### config.mk
export PLATFORM = sky130hd
export DESIGN_NAME = lfsr_bist_ctrl_flat
export DESIGN_NICKNAME = d
export VERILOG_FILES = /design/src/rtl/dft_pkg.sv /design/src/rtl/lfsr_bist_ctrl_if.sv /design/src/rtl/misr_w.sv /design/src/rtl/lfsr_bist_ctrl.sv /design/src/flat_wrapper.sv
export SDC_FILE = /design/constraint.sdc
export NUM_CORES = 1
export LEC_CHECK = 0
export CAP_MARGIN = 20
export CORE_MARGIN = 2
export CORE_UTILIZATION = 54
export CTS_CLUSTER_DIAMETER = 50
export DETAILED_ROUTE_END_ITERATION = 6
export PLACE_DENSITY = 0.81
export SYNTH_ARGS = -nofsm -noshare
export SYNTH_HDL_FRONTEND = slang
export SYNTH_SLANG_ARGS = --single-unit
export TNS_END_PERCENT = 100
### constraint.sdc
create_clock -name clk -period 3.2 [get_ports clk]
set_input_delay 0.64 -clock clk [delete_from_list [all_inputs] [get_ports clk]]
set_output_delay 0.64 -clock clk [all_outputs]
set_load 0.005 [all_outputs]
### src/rtl/dft_pkg.sv
// Shared DFT definitions: BIST sequencer states and default MISR geometry.
package dft_pkg;

  localparam int DFT_W = 5;
  localparam logic [DFT_W-1:0] DFT_POLY = 5'b00101;

  typedef enum logic [2:0] {
    IDLE = 3'd0,
    INIT = 3'd1,
    RUN  = 3'd2,
    CMP  = 3'd3,
    DONE = 3'd4
  } bist_state_e;

endpackage

### src/rtl/lfsr_bist_ctrl_if.sv
// Signal bundle between the test-mode top level (master) and the BIST controller (slave).
interface lfsr_bist_ctrl_if
  import dft_pkg::*;
#(
  parameter int W = DFT_W
) ();

  // No ready/valid pair: start is a single-cycle request that is only honoured
  // while the controller is idle or done; busy/done/pass/signature report status.
  logic        start;
  logic        abort;
  logic [W-1:0] golden_sig;
  logic [W-1:0] cut_resp;
  logic        lfsr_clr;
  logic        lfsr_enb;
  logic        busy;
  logic        done;
  logic        pass;
  logic [W-1:0] signature;
  bist_state_e state;

  modport master (
    output start, abort, golden_sig, cut_resp,
    input  lfsr_clr, lfsr_enb, busy, done, pass, signature, state
  );

  modport slave (
    input  start, abort, golden_sig, cut_resp,
    output lfsr_clr, lfsr_enb, busy, done, pass, signature, state
  );

endinterface

### src/rtl/misr_w.sv
// W-bit multiple-input signature register: shift left, fold MSB through POLY, XOR response in.
module misr_w
  import dft_pkg::*;
#(
  parameter int           W    = DFT_W,
  parameter logic [W-1:0] POLY = DFT_POLY
) (
  input  logic         clk,
  input  logic         reset,
  input  logic         clr,
  input  logic         en,
  input  logic [W-1:0] d_in,
  output logic [W-1:0] sig
);

  logic [W-1:0] r_sig;
  logic [W-1:0] w_next;

  always_comb begin
    w_next = {r_sig[W-2:0], 1'b0} ^ (r_sig[W-1] ? POLY : '0) ^ d_in;
  end

  always_ff @(posedge clk or posedge reset) begin
    if (reset) begin
      r_sig <= '0;
    end else if (clr) begin
      r_sig <= '0;
    end else if (en) begin
      r_sig <= w_next;
    end
  end

  assign sig = r_sig;

endmodule

### src/rtl/lfsr_bist_ctrl.sv
// BIST sequencer: clears and steps the pattern LFSR, compacts CUT responses, compares the signature.
module lfsr_bist_ctrl
  import dft_pkg::*;
#(
  parameter int           W          = DFT_W,
  parameter int           N_PATTERNS = 31,
  parameter logic [W-1:0] POLY       = DFT_POLY
) (
  input  logic              clk,
  input  logic              reset,
  lfsr_bist_ctrl_if.slave   bus
);

  localparam logic [15:0] LAST_COUNT = 16'(N_PATTERNS - 1);

  bist_state_e  r_state;
  logic [15:0]  r_count;
  logic         r_start;
  logic         r_pass;
  logic [W-1:0] w_sig;
  logic         w_misr_clr;
  logic         w_misr_en;

  // An abort in RUN must leave the signature as it was, so it also gates the MISR step.
  assign w_misr_clr = (r_state == INIT);
  assign w_misr_en  = (r_state == RUN) && !bus.abort;

  misr_w #(
    .W    (W),
    .POLY (POLY)
  ) u_misr (
    .clk   (clk),
    .reset (reset),
    .clr   (w_misr_clr),
    .en    (w_misr_en),
    .d_in  (bus.cut_resp),
    .sig   (w_sig)
  );

  always_ff @(posedge clk or posedge reset) begin
    if (reset) begin
      r_state <= IDLE;
      r_count <= '0;
      r_start <= 1'b0;
      r_pass  <= 1'b0;
    end else begin
      // Start is captured only when a new run may begin, so pulses while busy are dropped.
      r_start <= bus.start && ((r_state == IDLE) || (r_state == DONE));
      case (r_state)
        IDLE: begin
          if (r_start) r_state <= INIT;
        end
        INIT: begin
          r_count <= '0;
          r_state <= bus.abort ? IDLE : RUN;
        end
        RUN: begin
          if (bus.abort) begin
            r_state <= IDLE;
          end else begin
            r_count <= r_count + 16'd1;
            if (r_count == LAST_COUNT) r_state <= CMP;
          end
        end
        CMP: begin
          if (bus.abort) begin
            r_pass  <= 1'b0;
            r_state <= IDLE;
          end else begin
            r_pass  <= (w_sig == bus.golden_sig);
            r_state <= DONE;
          end
        end
        DONE: begin
          if (r_start) begin
            r_pass  <= 1'b0;
            r_state <= INIT;
          end
        end
        default: r_state <= IDLE;
      endcase
    end
  end

  assign bus.lfsr_clr  = (r_state == INIT);
  assign bus.lfsr_enb  = (r_state == RUN);
  assign bus.busy      = (r_state == INIT) || (r_state == RUN) || (r_state == CMP);
  assign bus.done      = (r_state == DONE);
  assign bus.pass      = r_pass;
  assign bus.signature = w_sig;
  assign bus.state     = r_state;

endmodule
### src/flat_wrapper.sv
// flat-port wrapper written by rule: the top's interface ports become plain ports
module lfsr_bist_ctrl_flat import dft_pkg::*;
#(
  parameter int           W          = DFT_W,
  parameter int           N_PATTERNS = 31,
  parameter logic [W-1:0] POLY       = DFT_POLY
)
  (clk, reset, bus_start, bus_abort, bus_golden_sig, bus_cut_resp, bus_lfsr_clr, bus_lfsr_enb, bus_busy, bus_done, bus_pass, bus_signature, bus_state);
  lfsr_bist_ctrl_if #(.W(W)) bus_i ();
  input  logic clk;
  input  logic reset;
  input wire logic [$bits(bus_i.start)-1:0] bus_start;
  input wire logic [$bits(bus_i.abort)-1:0] bus_abort;
  input wire logic [$bits(bus_i.golden_sig)-1:0] bus_golden_sig;
  input wire logic [$bits(bus_i.cut_resp)-1:0] bus_cut_resp;
  output wire logic [$bits(bus_i.lfsr_clr)-1:0] bus_lfsr_clr;
  output wire logic [$bits(bus_i.lfsr_enb)-1:0] bus_lfsr_enb;
  output wire logic [$bits(bus_i.busy)-1:0] bus_busy;
  output wire logic [$bits(bus_i.done)-1:0] bus_done;
  output wire logic [$bits(bus_i.pass)-1:0] bus_pass;
  output wire logic [$bits(bus_i.signature)-1:0] bus_signature;
  output wire logic [$bits(bus_i.state)-1:0] bus_state;
  assign bus_i.start = bus_start;
  assign bus_i.abort = bus_abort;
  assign bus_i.golden_sig = bus_golden_sig;
  assign bus_i.cut_resp = bus_cut_resp;
  assign bus_lfsr_clr = bus_i.lfsr_clr;
  assign bus_lfsr_enb = bus_i.lfsr_enb;
  assign bus_busy = bus_i.busy;
  assign bus_done = bus_i.done;
  assign bus_pass = bus_i.pass;
  assign bus_signature = bus_i.signature;
  assign bus_state = bus_i.state;
  lfsr_bist_ctrl #(.W(W), .N_PATTERNS(N_PATTERNS), .POLY(POLY)) u_core (.clk(clk), .reset(reset), .bus(bus_i));
endmodule
==> results of run 1 <==
[sequential cells by signal (all words and copies together), names as in the netlist]
| name | flops |
|---|---|
| u_core.bus.state | 3 |
| u_core.u_misr.sig | 5 |
| u_core.r_count | 16 |
| u_core.bus.pass | 1 |
| u_core.r_start | 1 |
[kinds of logic after synthesis]
family	Yosys count	share of synthesized area [%]
simple gates	56	22.8
fa+ha+maj	2	1.83
compound gates	33	13.9
mux	1	0.734
flops	26	47.7
buf+inv	10	2.84
xor+xnor	16	10.3
[area by class of cell]
cell class	count	area share, %
clock buffers	3	1.31
clock inverters	1	1.75
flip-flops and latches	26	38.0
well taps	30	2.19
repair buffers	28	16.1
multi-input cells	108	39.4
inverters	6	1.31
[layer usage]
layer,track usage [%],share of wire (%)
met4,7.08,0.88
met1,29.6,43
met2,39.0,50
met3,3.83,5.2
met5,0,0
[metrics by stage]
| step | power, uW | cell area, um2 | hold WS (ns) |
|---|---|---|---|
| finish | 1080 | 1710 | 0.544 |
| global route | 1170 | 1710 | 0.554 |
| CTS | 1090 | 1710 | 0.542 |
| detailed placement | 867 | 1660 | 0.517 |
| global placement | 856 | 1660 | 0.495 |
| floorplan | 663 | 1360 | 0.457 |
[Yosys cell counts (2+ instances only)]
cell type   n  share of area, %
o21ai_0    17               6.2
nand3_1     9               3.3
nand2_1     9               2.5
nor2_1      9               2.5
nor3_1      3               1.1
nand4_1     3               1.4
clkbuf_1    2              0.55
xor2_1      8               5.1
nor3b_1     2               1.1
and4_1      2               1.3
or3_1       9               4.1
xnor2_1     8               5.1
nor4_1      2              0.92
dfrtp_1    26                48
inv_1       5               1.4
ha_1        2               1.8
a21oi_1    10               3.7
nor4b_1     2               1.3
[power breakdown]
part	switching [uW]	internal, uW
combinational	179	219
clock	95.6	127
sequential	79.4	383
[worst paths after layout]
check | end | slack (ns) | cells after the start
worst max-delay path | bus_lfsr_clr | 0.56 | 3
worst min-delay path | u_core.bus.state[2]$_DFFE_PP0P_ | 0.54 | 1
worst max register to register | u_core.r_count[13]$_DFFE_PP0P_ | 0.98 | 4
worst min register to register | u_core.bus.state[2]$_DFFE_PP0P_ | 0.54 | 1
max in group asynchronous | u_core.bus.state[2]$_DFFE_PP0P_ | 1.79 | 2
min in group asynchronous | u_core.r_start$_DFF_PP0_ | 0.83 | 2
[critical path, delay by kind of cell (launching register included)]
family,cells,cell delay [ns]
buf+inv,2,0.60
simple gates,1,0.60
flops,1,0.48
==> flow_metrics.py, run 1 <==
metrics = {
    "worst_setup_path": {
        "start_kind": "flip-flop",
        "worstPathRequired_ns": 2.56,
        "path_max_fanout": 8,
        "crit_arrival_ns": 2.00,
        "crit_chain": "or3b_2 -> clkinv_1 -> clkdlybuf4s50_1",
        "critPathMaxStageDelay_ns": 0.60,
        "crit_type": "flip-flop to output pin",
        "crit_start": "u_core.bus.state[2]$_DFFE_PP0P_",
        "reg2reg_from": "u_core.bus.state[2]$_DFFE_PP0P_",
        "end_kind": "output pin",
        "crit_path_top_delay_cell": "or3b_2",
    },
    "floorplan": {
        "die_x_um": 54.3,
        "ioPinCount": 27,
        "die_h_um": 54.3,
        "core-area_um2": 2430,
        "num_rows": 18,
        "dieArea_um2": 2940,
        "initial_core_util_pct": 56.1,
    },
    "finish": {
        "instances_no_fill": 202,
        "seq_area_um2": 651,
        "antenna_cells": 0,
        "fin_util_pct": 70.4,
        "final_cell_mix": "clkdlybuf4s50_1 (26), dfrtp_1 (26), o21ai_0 (17)",
        "multi_input_area_um2": 674,
        "fin_nets": 189,
        "syn2layout_area_growth_pct": 25.6,
        "fillers": 200,
        "drive_gt1_share_pct": 4.65,
    },
    "global_route": {
        "grt_pass1_wl_um": 4930,
        "grt-ovfl-total": 0,
        "grt_usage_pct": 22.8,
        "antenna_found_initial": 0,
        "grt_pass1_vias": 1086,
        "grt_max_degree": 27,
    },
    "logic_synthesis": {
        "synth.distinct_cells": 34,
        "synthesis.nets": 160,
        "synth_cells": 144,
        "synth-edff-count": 0,
        "yosysWarnings": 0,
        "ys_seq_area_share_pct": 47.7,
        "async_reset_ff_share_pct": 100,
        "synth_area_per_cell_um2": 9.47,
        "ys_ff_latch": 26,
        "synth_area_um2": 1360,
        "synth-main-ff-cell": "dfrtp_1",
    },
    "clock_network": {
        "cts_tree": "built",
        "cts_root_buf": "clkbuf_4",
        "htree_levels": 1,
        "clockBufferDepth": 2,
        "holdBufCountCts": 0,
        "post_cts_resized": 0,
        "clock_sinks": 26,
        "clk_latency_ns": 0.32,
        "post-cts-setup-buffer-count": 0,
        "numCtsBuffers": 3,
        "cts.clk_slew.worst_paths_ns": 0.14,
    },
    "sta": {
        "setup_viol": 0,
        "slew_viol_final": 0,
        "timing.fmax_ghz": 0.379,
        "fin_crit_sh_pct": 82.4,
        "period_needed_ns": 2.64,
        "worst_slew_pin_slew_ns": 0.975,
        "relSlewSlack_pct": 34.9,
        "fin_setup_tns_ns": 0,
        "hold_viol": 0,
        "rsz0062_at_grt": "no",
        "finClkSkew_ns": 0.00248,
        "setup_slack_ns": 0.564,
    },
    "place": {
        "dp.cells": 198,
        "gp_congestion": 0.761,
        "hpwl_um": 2170,
        "place_ws_ns": 0.401,
        "numPortBuffers": 26,
    },
    "run_status": {
        "status": "finished clean",
    },
    "drt": {
        "wl_per_cell_um": 14.7,
        "route.vias.total": 1193,
        "routed_wl_um": 2960,
        "drt_iter0_drc": 24,
        "vias_per_cell": 5.91,
        "firstDrtPassIters": 4,
        "detail-route-antenna-nets": 0,
        "drc_errors": 0,
    },
    "pwr": {
        "vdd_drop_max_mv": 0.578,
        "p_leak_uw": 0.000699,
        "p_per_area_nw_per_um2": 632,
    },
    "worst_hold_path": {
        "hold_class": "flip-flop to flip-flop",
        "hold_start": "u_core.r_start$_DFF_PP0_",
    },
    "job": {
        "maxCapViolCount": 0,
    },
}
Note: power is estimated with default switching activity, not from simulation.
==> run 2, diff against run 1 <==
--- a/config.mk
+++ b/config.mk
@@ -7,10 +7,10 @@
 export LEC_CHECK = 0
 export CAP_MARGIN = 20
 export CORE_MARGIN = 2
-export CORE_UTILIZATION = 54
+export CORE_UTILIZATION = 45
 export CTS_CLUSTER_DIAMETER = 50
 export DETAILED_ROUTE_END_ITERATION = 6
-export PLACE_DENSITY = 0.81
+export PLACE_DENSITY = 0.72
 export SYNTH_ARGS = -nofsm -noshare
 export SYNTH_HDL_FRONTEND = slang
 export SYNTH_SLANG_ARGS = --single-unit
==> constraint.sdc (replaced) <==
create_clock -name clk -period 2.3 [get_ports clk]
set_input_delay 0.46 -clock clk [delete_from_list [all_inputs] [get_ports clk]]
set_output_delay 0.46 -clock clk [all_outputs]
set_load 0.005 [all_outputs]
==> flow_metrics.py, run 2 (synthesis gave the netlist of run 1 again) <==
metrics = {
    "finish": {
        "fin_util_pct": 62.2,
        "fin_area_um2": 1760,
        "drive_gt1_share_pct": 9.50,
        "fin_nets": 196,
        "top_register": "u_core.r_count",
        "final_cell_mix": "clkdlybuf4s50_1 (26), dfrtp_1 (25), o21ai_0 (17)",
        "final_common_cell": "clkdlybuf4s50_1",
        "syn2layout_area_growth_pct": 29.0,
        "antenna_cells": 0,
        "largest_reg_flops": 16,
        "fillers": 257,
    },
    "sta": {
        "hold_viol": 0,
        "fin_crit_sh_pct": 99.0,
        "worst_slew_pin_slew_ns": 0.334,
        "slew_viol_final": 0,
        "relSlewSlack_pct": 77.7,
        "period_needed_ns": 2.28,
        "timing.fmax_ghz": 0.439,
        "setup_viol": 0,
        "rsz0062_at_grt": "yes",
        "whs_ns": 0.468,
        "finClkSkew_ns": 0.00259,
    },
    "drt": {
        "wl_per_cell_um": 14.4,
        "vias_per_cell": 5.73,
        "detail-route-antenna-nets": 0,
        "routed_wl_um": 3020,
        "firstDrtPassIters": 4,
        "drt_iter0_drc": 52,
        "drc_errors": 0,
        "route.vias.total": 1203,
    },
    "pwr": {
        "p_per_area_nw_per_um2": 838,
        "combPwrFrac_pct": 41.3,
        "switching_share_pct": 34.5,
        "vdd_drop_max_mv": 0.423,
        "clockPowerShare_pct": 15.7,
        "internal-power_uw": 966,
        "p_leak_uw": 0.000729,
        "power.switching_uw": 508,
        "pwr-share-seq_pct": 43.0,
    },
    "clock_network": {
        "clock_sinks": 26,
        "htree_levels": 1,
        "cts.clk_slew.worst_paths_ns": 0.13,
        "clk_latency_ns": 0.32,
        "cts_tree": "built",
        "holdBufCountCts": 0,
        "numCtsBuffers": 3,
        "cts_root_buf": "clkbuf_4",
        "clockBufferDepth": 2,
    },
    "worst_setup_path": {
        "end_kind": "output pin",
        "crit_arrival_ns": 1.82,
        "crit_start": "u_core.bus.state[1]$_DFFE_PP0P_",
        "reg2reg_depth": 5,
        "reg2reg_slack_ns": 0.08,
        "start_kind": "flip-flop",
        "crit_type": "flip-flop to output pin",
        "reg2reg_from": "u_core.bus.state[0]$_DFFE_PP0P_",
        "worstPathRequired_ns": 1.84,
        "r2r-end": "u_core.r_count[13]$_DFFE_PP0P_",
        "path_max_fanout": 8,
        "cp-endpoint": "bus_lfsr_clr",
    },
    "place": {
        "gp_congestion": 0.819,
        "postPlaceCellArea_um2": 1710,
        "hpwl_um": 2250,
        "numPortBuffers": 26,
    },
    "floorplan": {
        "dieArea_um2": 3490,
        "die_x_um": 59.1,
        "ioPinCount": 27,
        "core-area_um2": 2830,
        "initial_core_util_pct": 48.2,
        "die_h_um": 59.1,
        "num_rows": 19,
    },
    "global_route": {
        "grt_max_degree": 27,
        "grt_usage_pct": 19.8,
        "grt_pass1_vias": 1165,
        "grt_pass1_wl_um": 5310,
        "grt-ovfl-total": 0,
        "antenna_found_initial": 0,
    },
    "run_status": {
        "status": "finished clean",
    },
    "worst_hold_path": {
        "hold_class": "input port to asynchronous set/reset pin",
    },
    "job": {
        "maxCapViolCount": 0,
    },
}
## run 2: through the flow
step	TNS (ns)	power, uW	worst slack, ns	std cells
3_5_place_dp	-1.92	1230	-0.276	205
4_1_cts	0	1490	0.00653	210
5_1_grt	-0.0813	1580	-0.0478	210
3_3_place_gp	-1.47	1210	-0.191	205
6_report	0	1470	0.0239	210
2_1_floorplan	0	922	0.173	144
## run 2: power groups by stage
stage	clock [uW]	sequential, uW	combinational, uW
2_1_floorplan	0	637	286
3_3_place_gp	0	646	568
3_5_place_dp	0	652	582
4_1_cts	237	634	615
5_1_grt	257	650	670
6_report	231	634	609
## run 2: timing repair
action	4_1_cts	5_1_grt
resized for setup	1	2
setup endpoints to repair	1	8
gates cloned	0	0
setup buffers	1	0
pin swaps	0	1
## run 2: cell type report
cell class / count / area (um2) / share of cell area (%)
multi-input combinational: 108 / 682 / 38.8
tap: 31 / 38.8 / 2.20
inverter: 6 / 22.5 / 1.28
clock buffer: 4 / 36.3 / 2.06
timing repair buffer: 35 / 328 / 18.6
sequential: 26 / 652 / 37.1
## run 2: worst min path at each step
stage | start | endpoint | slack [ns]
4_1_cts | reset | u_core.r_count[4]$_DFFE_PP0P_ | 0.47
2_1_floorplan | u_core.r_start$_DFF_PP0_ | u_core.bus.state[2]$_DFFE_PP0P_ | 0.46
3_3_place_gp | u_core.r_start$_DFF_PP0_ | u_core.bus.state[2]$_DFFE_PP0P_ | 0.49
5_1_grt | reset | u_core.r_count[4]$_DFFE_PP0P_ | 0.48
3_5_place_dp | u_core.r_start$_DFF_PP0_ | u_core.bus.state[2]$_DFFE_PP0P_ | 0.51
6_report | reset | u_core.r_count[3]$_DFFE_PP0P_ | 0.47
## run 2: worst max-delay path: stages, from the launching register on
cell	delay (ns)
dfrtp_2	0.46
or3b_4	0.45
clkinv_1	0.09
clkdlybuf4s50_1	0.49
## run 2: per-layer routing
layer	GRT usage (%)	wire (um)
met5	0	0
met4	3.25	12
met3	5.02	148
met2	31.1	1430
met1	28.1	1430
